`src/rtl/rvc_ctrl_pkg.sv`:
```
// Shared control encodings for the RV32C decoder and its immediate generator.
package rvc_ctrl_pkg;

  // ALU category field, CtrlALUOp[3:2]
  localparam logic [1:0] ALUBT = 2'b00;
  localparam logic [1:0] ALUAS = 2'b01;
  localparam logic [1:0] ALUSH = 2'b10;
  localparam logic [1:0] ALUFL = 2'b11;

  // Bitwise ops
  localparam logic [1:0] BTXOR = 2'b01;
  localparam logic [1:0] BTOR  = 2'b10;
  localparam logic [1:0] BTAND = 2'b11;

  // Add/sub and flag ops
  localparam logic [1:0] AFSUBS = 2'b00;
  localparam logic [1:0] AFADD  = 2'b01;
  localparam logic [1:0] AFSUBU = 2'b10;
  localparam logic [1:0] AFEQU  = 2'b11;

  // Shift ops
  localparam logic [1:0] SHSLL = 2'b00;
  localparam logic [1:0] SHSRL = 2'b10;
  localparam logic [1:0] SHSRA = 2'b11;

  // Program counter modes
  localparam logic [1:0] PCINC  = 2'b00;
  localparam logic [1:0] PCBRCH = 2'b01;
  localparam logic [1:0] PCJREG = 2'b10;
  localparam logic [1:0] PCJIMM = 2'b11;

  // LSU access widths, CtrlLSU[1:0]
  localparam logic [1:0] LSN = 2'b00;
  localparam logic [1:0] LSW = 2'b01;
  localparam logic [1:0] LSH = 2'b10;
  localparam logic [1:0] LSB = 2'b11;

  // Immediate layouts; LWSP differs from plain CI so it gets its own entry
  typedef enum logic [3:0] {
    IMM_NONE,
    IMM_CI,
    IMM_LWSP,
    IMM_CSS,
    IMM_CIW,
    IMM_CL,
    IMM_CS,
    IMM_CB,
    IMM_CJ,
    IMM_LUI,
    IMM_16SP
  } immFmt_t;

  // Load/store sequencing phase
  typedef enum logic {
    PH_ADDR = 1'b0,
    PH_DATA = 1'b1
  } phase_t;

  // RV32E only has x0..x15, so the top index bit is dropped
  function automatic logic [4:0] regIdx(input logic [4:0] r, input bit emb);
    return emb ? {1'b0, r[3:0]} : r;
  endfunction

endpackage

```
`src/rtl/rvc_imm_gen.sv`:
```
// Immediate extraction for every RVC instruction layout.
module rvc_imm_gen
  import rvc_ctrl_pkg::*;
(
  input  immFmt_t      Format,
  input  logic [12:2]  InstrBits,
  output logic [31:0]  Immediate
);

  // Unscramble the immediate bits of the selected layout
  always_comb begin
    Immediate = '0;
    unique case (Format)
      IMM_CI:   Immediate = {{26{InstrBits[12]}}, InstrBits[12], InstrBits[6:2]};
      IMM_LWSP: Immediate = {24'b0, InstrBits[3:2], InstrBits[12], InstrBits[6:4], 2'b0};
      IMM_CSS:  Immediate = {24'b0, InstrBits[8:7], InstrBits[12:9], 2'b0};
      IMM_CIW:  Immediate = {22'b0, InstrBits[10:7], InstrBits[12:11], InstrBits[5],
                             InstrBits[6], 2'b0};
      IMM_CL,
      IMM_CS:   Immediate = {25'b0, InstrBits[5], InstrBits[12:10], InstrBits[6], 2'b0};
      IMM_CB:   Immediate = {{23{InstrBits[12]}}, InstrBits[12], InstrBits[6:5], InstrBits[2],
                             InstrBits[11:10], InstrBits[4:3], 1'b0};
      IMM_CJ:   Immediate = {{20{InstrBits[12]}}, InstrBits[12], InstrBits[8], InstrBits[10:9],
                             InstrBits[6], InstrBits[7], InstrBits[2], InstrBits[11],
                             InstrBits[5:3], 1'b0};
      IMM_LUI:  Immediate = {{14{InstrBits[12]}}, InstrBits[12], InstrBits[6:2], 12'b0};
      IMM_16SP: Immediate = {{22{InstrBits[12]}}, InstrBits[12], InstrBits[4:3], InstrBits[5],
                             InstrBits[2], InstrBits[6], 4'b0};
      default:  Immediate = '0;
    endcase
  end

endmodule

```
`src/rtl/rvc_decoder.sv`:
```
// RV32C/RV32EC compressed instruction decoder with load/store phase sequencing.
module rvc_decoder
  import rvc_ctrl_pkg::*;
#(
  parameter bit embedded = 1'b0
) (
  input  logic        clk,
  input  logic        rst,
  input  logic [15:0] InstructionIn,
  output logic [4:0]  Rs1,
  output logic [4:0]  Rs2,
  output logic [4:0]  Rd,
  output logic [31:0] Immediate,
  output logic [3:0]  CtrlLSU,
  output logic        CtrlMultiCycle,
  output logic        CtrlALUImm,
  output logic [3:0]  CtrlALUOp,
  output logic        CtrlFlagInv,
  output logic        CtrlPCWriteback,
  output logic [1:0]  CtrlPCMode
);

  phase_t      phase;
  phase_t      phaseNext;
  immFmt_t     immFmt;
  logic [4:0]  rs1Dec, rs2Dec, rdDec;
  logic [3:0]  lsuDec, aluOpDec;
  logic        aluImmDec, flagInvDec, pcWbDec;
  logic [1:0]  pcModeDec;
  logic        memOp, addrPhase;

  logic [2:0]  funct3;
  logic [4:0]  rdFull, rs2Full, rdPrime, rs1Prime;

  assign funct3   = InstructionIn[15:13];
  assign rdFull   = InstructionIn[11:7];
  assign rs2Full  = InstructionIn[6:2];
  assign rdPrime  = {2'b01, InstructionIn[4:2]};
  assign rs1Prime = {2'b01, InstructionIn[9:7]};

  rvc_imm_gen immGen (
    .Format    (immFmt),
    .InstrBits (InstructionIn[12:2]),
    .Immediate (Immediate)
  );

  // Instruction field decode; anything unrecognised stays at the all-zero NOP
  always_comb begin
    rs1Dec     = '0;
    rs2Dec     = '0;
    rdDec      = '0;
    immFmt     = IMM_NONE;
    lsuDec     = '0;
    aluImmDec  = 1'b0;
    aluOpDec   = '0;
    flagInvDec = 1'b0;
    pcWbDec    = 1'b0;
    pcModeDec  = PCINC;
    case (InstructionIn[1:0])
      2'b00: begin
        case (funct3)
          3'b000: if (InstructionIn[12:5] != '0) begin  // C.ADDI4SPN
            rdDec = rdPrime; rs1Dec = 5'd2; immFmt = IMM_CIW;
            aluOpDec = {ALUAS, AFADD}; aluImmDec = 1'b1;
          end
          3'b010: begin  // C.LW
            rdDec = rdPrime; rs1Dec = rs1Prime; immFmt = IMM_CL;
            aluOpDec = {ALUAS, AFADD}; aluImmDec = 1'b1; lsuDec = {2'b00, LSW};
          end
          3'b110: begin  // C.SW
            rs1Dec = rs1Prime; rs2Dec = rdPrime; immFmt = IMM_CS;
            aluOpDec = {ALUAS, AFADD}; aluImmDec = 1'b1; lsuDec = {2'b01, LSW};
          end
          default: ;
        endcase
      end
      2'b01: begin
        case (funct3)
          3'b000: begin  // C.ADDI / C.NOP
            rdDec = rdFull; rs1Dec = rdFull; immFmt = IMM_CI;
            aluOpDec = {ALUAS, AFADD}; aluImmDec = 1'b1;
          end
          3'b001: begin  // C.JAL
            rdDec = 5'd1; pcWbDec = 1'b1; pcModeDec = PCJIMM; immFmt = IMM_CJ;
          end
          3'b010: begin  // C.LI
            rdDec = rdFull; immFmt = IMM_CI;
            aluOpDec = {ALUAS, AFADD}; aluImmDec = 1'b1;
          end
          3'b011: if ({InstructionIn[12], rs2Full} != '0) begin
            aluOpDec = {ALUAS, AFADD}; aluImmDec = 1'b1; rdDec = rdFull;
            if (rdFull == 5'd2) begin  // C.ADDI16SP
              rs1Dec = 5'd2; immFmt = IMM_16SP;
            end else begin  // C.LUI
              immFmt = IMM_LUI;
            end
          end
          3'b100: begin
            case (InstructionIn[11:10])
              2'b00: if (!InstructionIn[12]) begin  // C.SRLI
                rdDec = rs1Prime; rs1Dec = rs1Prime; immFmt = IMM_CI;
                aluOpDec = {ALUSH, SHSRL}; aluImmDec = 1'b1;
              end
              2'b01: if (!InstructionIn[12]) begin  // C.SRAI
                rdDec = rs1Prime; rs1Dec = rs1Prime; immFmt = IMM_CI;
                aluOpDec = {ALUSH, SHSRA}; aluImmDec = 1'b1;
              end
              2'b10: begin  // C.ANDI
                rdDec = rs1Prime; rs1Dec = rs1Prime; immFmt = IMM_CI;
                aluOpDec = {ALUBT, BTAND}; aluImmDec = 1'b1;
              end
              default: if (!InstructionIn[12]) begin  // register-register ALU ops
                rdDec = rs1Prime; rs1Dec = rs1Prime; rs2Dec = rdPrime;
                case (InstructionIn[6:5])
                  2'b00:   aluOpDec = {ALUAS, AFSUBS};
                  2'b01:   aluOpDec = {ALUBT, BTXOR};
                  2'b10:   aluOpDec = {ALUBT, BTOR};
                  default: aluOpDec = {ALUBT, BTAND};
                endcase
              end
            endcase
          end
          3'b101: begin  // C.J
            pcModeDec = PCJIMM; immFmt = IMM_CJ;
          end
          default: begin  // C.BEQZ / C.BNEZ
            rs1Dec = rs1Prime; immFmt = IMM_CB; aluOpDec = {ALUFL, AFEQU};
            pcModeDec = PCBRCH; flagInvDec = funct3[0];
          end
        endcase
      end
      2'b10: begin
        case (funct3)
          3'b000: if (!InstructionIn[12]) begin  // C.SLLI
            rdDec = rdFull; rs1Dec = rdFull; immFmt = IMM_CI;
            aluOpDec = {ALUSH, SHSLL}; aluImmDec = 1'b1;
          end
          3'b010: if (rdFull != '0) begin  // C.LWSP
            rdDec = rdFull; rs1Dec = 5'd2; immFmt = IMM_LWSP;
            aluOpDec = {ALUAS, AFADD}; aluImmDec = 1'b1; lsuDec = {2'b00, LSW};
          end
          3'b110: begin  // C.SWSP
            rs1Dec = 5'd2; rs2Dec = rs2Full; immFmt = IMM_CSS;
            aluOpDec = {ALUAS, AFADD}; aluImmDec = 1'b1; lsuDec = {2'b01, LSW};
          end
          3'b100: begin
            if (rs2Full == '0) begin
              if (rdFull != '0) begin  // C.JR / C.JALR; rd=0 forms are reserved or C.EBREAK
                rs1Dec = rdFull; pcModeDec = PCJREG;
                if (InstructionIn[12]) begin
                  rdDec = 5'd1; pcWbDec = 1'b1;
                end
              end
            end else begin  // C.MV / C.ADD
              rdDec = rdFull; rs2Dec = rs2Full; aluOpDec = {ALUAS, AFADD};
              if (InstructionIn[12]) rs1Dec = rdFull;
            end
          end
          default: ;
        endcase
      end
      default: ;
    endcase
  end

  assign memOp = (lsuDec[1:0] != LSN);

  // Phase sequencing: a memory op spends one address cycle before completing
  always_comb begin
    phaseNext = PH_ADDR;
    if (phase == PH_ADDR && memOp) phaseNext = PH_DATA;
  end

  // Phase register
  always_ff @(posedge clk) begin
    if (rst) phase <= PH_ADDR;
    else     phase <= phaseNext;
  end

  // Output shaping: suppress writeback and hold PC during the address cycle
  always_comb begin
    addrPhase       = memOp && (phase == PH_ADDR);
    CtrlMultiCycle  = addrPhase;
    Rs1             = regIdx(rs1Dec, embedded);
    Rs2             = regIdx(rs2Dec, embedded);
    Rd              = regIdx(addrPhase ? 5'd0 : rdDec, embedded);
    CtrlLSU         = lsuDec;
    CtrlALUImm      = aluImmDec;
    CtrlALUOp       = aluOpDec;
    CtrlFlagInv     = flagInvDec;
    CtrlPCWriteback = pcWbDec;
    CtrlPCMode      = pcModeDec;
  end

endmodule

```
`config.mk`:
```
export PLATFORM = sky130hd
export DESIGN_NAME = rvc_decoder
export DESIGN_NICKNAME = d
export VERILOG_FILES = /design/src/rtl/rvc_ctrl_pkg.sv /design/src/rtl/rvc_imm_gen.sv /design/src/rtl/rvc_decoder.sv
export SDC_FILE = /design/constraint.sdc
export NUM_CORES = 1
export LEC_CHECK = 0
export ABC_AREA = 1
export ABC_CLOCK_PERIOD_IN_PS = 4000
export CAP_MARGIN = 20
export CORE_UTILIZATION = 45
export CTS_BUF_LIST = sky130_fd_sc_hd__clkbuf_8
export DETAILED_ROUTE_END_ITERATION = 8
export GPL_TIMING_DRIVEN = 1
export PLACE_DENSITY_LB_ADDON = 0.3
export SLEW_MARGIN = 10
export SYNTH_ARGS = -nofsm -noshare
export SYNTH_HDL_FRONTEND = slang
export SYNTH_SLANG_ARGS = --single-unit
```
`constraint.sdc`:
```
create_clock -name clk -period 4 [get_ports clk]
set_input_delay 0.6 -clock clk [delete_from_list [all_inputs] [get_ports clk]]
set_output_delay 0.6 -clock clk [all_outputs]
set_load 0.01 [all_outputs]
```
==> results.ini, run 1 <==
[critical_path]
rr_startpoint = phase
regToRegSetupSlack_ps = 3280
critPathArrivalTime_ps = 3250
cp_max_fo = 15
cp_common_cell = nand2_1
crit_slowest_cell = clkdlybuf4s50_1
path_buf_inv = 4
crit_chain = clkdlybuf4s50_1, inv_2, nand2_1, nand2_1, nor2_2, nor2_1, nand2_1, nand2_1, nand2_4, nand3_2, nor2_4, nand2_2, nand3_1, buf_12, clkdlybuf4s50_1
critical-path-top-delay-family = buffers and inverters
cpPeakStageDelay_ps = 650
r2r-end = phase
cp-end-kind = primary output
ff2ff_path_depth = 3
required_ps = 3400
cp-start-kind = input pin
critPathKind = input pin to primary output

[outcome]
status = finished, final reports clean

[timing]
max_slew.worst_pin.slew_ps = 635.0
relSlewSlack = 0.5722
finalClockSkew_ps = 0
fin_crit_ps = 3846
final_max_slew_viol_count = 0
fmax_mhz = 260.0
tns_ps = 0
rsz0062_at_grt = no
report.final.setup_viol = 0
timing.final.crit_share = 0.9614
hold_violations = 0

[pwr]
swShare = 0.5132
pwr-share-comb = 0.961
internal-power_mw = 0.1311
vdd_drop_max_mv = 0.07581
p_per_area_nw_per_um2 = 111.8
p_seq_frac = 0.039
power_switching_mw = 0.1382
leakagePower_nw = 1.253
p_clk_frac = 0

[final_layout]
fin_cells = 432
fill_cells = 320
top_regs = phase x1
multiInputGateArea_um2 = 1206
drive_above_1_share = 0.1399
antenna_cells = 0
largest_register = phase
nets = 410
largest_reg_flops = 1
sequential_cell_area_um2 = 20.02
syn2layout_area_growth_pct = 52.82

[placed_design]
dp_hpwl_mm = 5.086
gp_congestion = 1.077
post-place-cells = 432
port_buffers = 76

[detailed_routing]
drc = 0
vias = 2291
antenna_left = 0
wl_mm = 6.038
wl_per_cell_um = 13.98
drt-initial-drc-count = 162
drt_pass1_iterations = 5
via_per_inst = 5.303

[floorplan]
num_io_pins = 79
die_w_um = 61.17
start_util = 0.4721
coreArea_um2 = 3337
dieArea_um2 = 3741
die_height_um = 61.17
rows = 21

[yosys]
synth-edff-count = 0
synthTopCellsByArea = nand2_1 (22%), inv_1 (10%), nor2_1 (8.8%), buf_4 (8.6%), nand3_1 (7.9%)
ys_types = 35
ys_seq_area_frac = 0.01271
ys_ff_latch = 1
yosysTopAreaCellShare = 0.2192
synth_area_um2 = 1575
synth-main-ff-cell = dfxtp_1
yosysWarnings = 0
avgSynthCellArea_um2 = 5.081
syn_inst = 310
async_flop_share = 0
netlist.top_cell.by_area = nand2_1

[worst_hold_path]
hold_path.startpoint = phase
worstHoldPathCells = 3
min_to = phase
min_path_type = flip-flop to flip-flop

[flow_run]
maxCapViolCount = 0

[grt]
grtUsageTotal = 0.3194
grt_pass1_wl_mm = 8.928
grt_pass1_vias = 1937
overflow = 0
antenna_found_initial = 0
grt_max_degree = 16

[cts]
clock_latency_ps = 0
hold_buffers = 0
postCtsSetupRepairBufs = 0
path_clk_slew_ps = 0
cts_resized = 0

-- cell usage in the layout (no fill, tap or decap), types with 3 or more instances in the layout --
| master | synthesis | layout |
|---|---|---|
| a211oi_1 | 4 | 4 |
| a21oi_1 | 7 | 7 |
| buf_4 | 18 | 21 |
| clkdlybuf4s50_1 | 0 | 74 |
| ha_1 | 4 | 4 |
| inv_1 | 43 | 43 |
| inv_2 | 5 | 5 |
| nand2_1 | 92 | 92 |
| nand2_2 | 8 | 8 |
| nand3_1 | 25 | 25 |
| nand3_2 | 3 | 3 |
| nand4_1 | 4 | 4 |
| nor2_1 | 37 | 37 |
| nor2_2 | 6 | 6 |
| nor2_4 | 4 | 4 |
| nor3_1 | 8 | 8 |
| o21ai_0 | 17 | 17 |
-- how the worst max path moves through the flow --
stage	start	to	slack (ps)	cells after the start
floorplan	InstructionIn[0]	Immediate[18]	1020	10
global placement	InstructionIn[15]	Immediate[20]	140	14
detailed placement	InstructionIn[15]	Immediate[18]	90	14
CTS	InstructionIn[15]	Immediate[20]	80	14
global route	InstructionIn[11]	Immediate[19]	20	15
finish	InstructionIn[11]	Immediate[20]	150	15
-- cell usage after synthesis (2+ instances only) --
cell type / count
nand4_1: 4
nand3_2: 3
inv_2: 5
nand2_4: 2
a211oi_1: 4
nand3_1: 25
nand2_1: 92
nand2_2: 8
ha_1: 4
a22oi_1: 2
nor2_4: 4
buf_2: 3
a21oi_1: 7
inv_1: 43
nor3_1: 8
nor2_1: 37
o21ai_0: 17
nor2_2: 6
buf_4: 18
a21oi_4: 2
buf_6: 2
-- cells by family after synthesis --
family                   count (synthesis)  share of synthesized area
AND/OR/NAND/NOR                        192                     0.5592
buffers and inverters                   71                     0.2240
AO/OA/AOI/OAI                           41                     0.1700
adder cells (fa/ha/maj)                  4                    0.03177
flip-flops                               1                    0.01271
other                                    1                   0.002381
-- worst reg2reg max path, stage by stage, from the launching register on --
cell and delay (ps):
dfxtp_1 280, a21oi_1 200, inv_1 90, nor2_1 90
-- metal layers --
layer	GRT usage	vias up	share of wire
met3	0.008403	19	0.082
li1	-	1126	-
met2	0.6009	154	0.50
met4	0.1201	0	0.033
met5	0	-	0
met1	0.3827	992	0.38
-- final cells by class --
class | count | area share
multi-input combinational | 239 | 0.5010
tap | 46 | 0.02391
sequential | 1 | 0.008316
timing repair buffer | 98 | 0.3919
inverter | 48 | 0.07484
-- power groups by stage --
stage          sequential (mW)  clock [mW]  combinational (mW)
5_1_grt                 0.0106           0               0.280
3_3_place_gp            0.0106           0               0.254
4_1_cts                 0.0106           0               0.256
2_1_floorplan           0.0106           0               0.138
3_5_place_dp            0.0106           0               0.255
6_report                0.0106           0               0.259
-- stage by stage --
step                worst slack, ps  total power [mW]  hold slack, ps    util  cell area (µm²)
detailed placement            91.64            0.2657           510.7  0.7199             2402
floorplan                      1021            0.1489           513.9       -             1579
global placement              139.4            0.2645           509.5  0.7199             2402
CTS                           81.21            0.2667           515.8  0.7199             2402
finish                        154.2            0.2692           511.1  0.7214             2407
global route                  17.26            0.2902           566.6  0.7214             2407
(Power assumes the default switching activity.)
==> run 2, diff against run 1 <==
ABC_AREA = default   (was 1)
CORE_ASPECT_RATIO = 1.5   (was default)
GPL_TIMING_DRIVEN = default   (was 1)
==> run 2 against run 1 <==
Synthesized cell count fell by 13%. Clock skew did not move. Die area grew 11%. Maximum frequency down 2.1%. Setup slack got worse by 84 ps. Core utilization up 9.4 points. Hold slack better by 150 ps. Via count is 19% higher. Design area rose by 25%. Register-to-register slack got worse by 140 ps.
==> results.ini, run 2 <==
[outcome]
status = finished, final reports clean

[floorplan]
rows = 27  ; +29%
start_util = 0.4750  ; +0.002959
dieArea_um2 = 4146  ; +11%
coreArea_um2 = 3682  ; +10%
num_io_pins = 79  ; unchanged
die_w_um = 52.91  ; -14%
die_height_um = 78.36  ; +28%

[timing]
hold_violations = 0  ; unchanged
max_slew.worst_pin.slew_ps = 533.7  ; -101.3 ps
fin_crit_ps = 3929  ; +83.64 ps
timing.final.crit_share = 0.9824  ; +0.02091
rsz0062_at_grt = no
finalClockSkew_ps = 0  ; unchanged
final_max_slew_viol_count = 0  ; unchanged
report.final.setup_viol = 0  ; unchanged
fmax_mhz = 254.5  ; -2.1%
relSlewSlack = 0.6386  ; +0.06636

[grt]
antenna_found_initial = 0  ; unchanged
grt_pass1_vias = 2589  ; +34%
overflow = 0  ; unchanged
grtUsageTotal = 0.3805  ; +0.06114
grt_pass1_wl_mm = 12.14  ; +36%
grt_max_degree = 17  ; +1

[yosys]
avgSynthCellArea_um2 = 6.478  ; +27%
synthTopCellsByArea = buf_4 (9.0%), nand2_1 (5.4%), a21oi_1 (4.6%), nor3_1 (3.7%), a31oi_1 (3.6%)
ys_top_cells_by_count = nand2_1 (25), buf_4 (21), a21oi_1 (16), nor2_1 (16), inv_1 (14)
yosysTopAreaCellShare = 0.09013  ; -0.1291
yosysWarnings = 0  ; unchanged
syn_inst = 270  ; -13%
ys_types = 70  ; +100%
ys_seq_area_frac = 0.01144  ; -0.001264
async_flop_share = 0  ; unchanged
yosysMostFrequentCell = nand2_1
synth-main-ff-cell = dfxtp_1
ys_ff_latch = 1  ; unchanged
netlist.top_cell.by_area = buf_4
synth-edff-count = 0  ; unchanged
synth_area_um2 = 1749  ; +11%

[final_layout]
top_regs = phase x1
final_cell_mix = buf_4 (83), clkdlybuf4s50_1 (40), dlygate4sd2_1 (29)
syn2layout_area_growth_pct = 71.75
drive_above_1_share = 0.2980  ; +0.1581
largest_register = phase
nets = 420  ; +2.4%
mostFrequentLayoutCell = buf_4
stdcell_area_um2 = 3004  ; +25%
largest_reg_flops = 1  ; unchanged
antenna_cells = 0  ; unchanged
postLayoutCoreUtil = 0.8158  ; +0.09442

[placed_design]
port_buffers = 76  ; unchanged
placed_area_um2 = 2918  ; +21%
dp_hpwl_mm = 6.218  ; +22%
gp_congestion = 0.9702  ; -9.9%

[critical_path]
critPathArrivalTime_ps = 3330  ; +80 ps
cp_max_fo = 4  ; -11
cp-start-kind = input pin
cp-startpoint = InstructionIn[10]
critPathKind = input pin to primary output
rr_startpoint = phase
required_ps = 3400  ; about the same
cp-end-kind = primary output

[detailed_routing]
antenna_left = 0  ; unchanged
vias = 2732  ; +19%
drc = 0  ; unchanged
drt-initial-drc-count = 112  ; -31%
wl_mm = 7.860  ; +30%
via_per_inst = 6.223  ; +17%
drt_pass1_iterations = 5  ; unchanged
wl_per_cell_um = 17.90  ; +28%

[cts]
clock_latency_ps = 0  ; unchanged
path_clk_slew_ps = 0  ; unchanged

[pwr]
p_per_area_nw_per_um2 = 116.8  ; +4.4%
leakagePower_nw = 1.430  ; +14%
total_power_mw = 0.3508  ; +30%
vdd_drop_max_mv = 0.08340  ; +10%

[worst_hold_path]
hold_path.startpoint = phase
min_path_type = flip-flop to flip-flop

[flow_run]
maxCapViolCount = 0  ; unchanged

## run 2: cells by family (layout without fill, tap and decap cells)
family,Yosys count,in the layout,share of synthesized area
flops,1,1,0.01145
other cells,1,2,0.002144
buf+inv,48,173,0.1602
fa+ha+maj,4,4,0.02861
compound gates,106,106,0.4414
mux,2,2,0.01359
simple gates,108,108,0.3426
## run 2: area by class of cell
type | count | area (µm²)
repair buffers | 159 | 1355
multi-input cells | 222 | 1523
fillers | 276 | 678.2
well taps | 43 | 53.80
flip-flops and latches | 1 | 20.02
inverters | 14 | 52.55
## run 2: where the power goes
group | internal (mW) | switching, mW
clock network | 0 | 0
logic | 0.165 | 0.175
registers | 0.0105 | 0.000101
## run 2: per-layer routing
| layer | track usage | up-vias | wire length (µm) |
|---|---|---|---|
| met3 | 0.04264 | 48 | 495 |
| met5 | 0 | - | 0 |
| met2 | 0.6911 | 167 | 4008 |
| met1 | 0.4021 | 1260 | 2834 |
| li1 | - | 1257 | - |
| met4 | 0.2105 | 0 | 521 |
## run 2: metrics by stage
stage	worst slack [ps]	hold WS [ps]	setup TNS [ps]	std cells
finish	70.58	661.0	0	439
global route	3.795	682.8	0	439
CTS	7.451	667.3	0	436
detailed placement	-275.9	665.8	-3897	433
global placement	-245.8	636.5	-2232	433
floorplan	6.543	543.4	0	271
## run 2: worst max-delay path, cell delays in order
cell and delay (ps):
clkdlybuf4s50_1 470, or4_4 610, buf_4 170, o31ai_2 210, a21oi_2 110, nor3b_1 160, or2_2 320, nor2_1 140
clkdlybuf4s50_1 550
## run 2: timing repair
item                                   CTS  global route
pin swaps                                3             1
setup buffers                            3             3
endpoints found under the hold margin    0             0
setup endpoints to repair               33            14
hold buffers                             0             0
resized for setup                       40            16
## run 2: path summary, 6_finish.rpt
check        endpoint  cells past startpoint  slack [ps]
max reg2reg     phase                      3        3140
min reg2reg     phase                      3         660
min             phase                      3         660
max             Rd[2]                      9          70
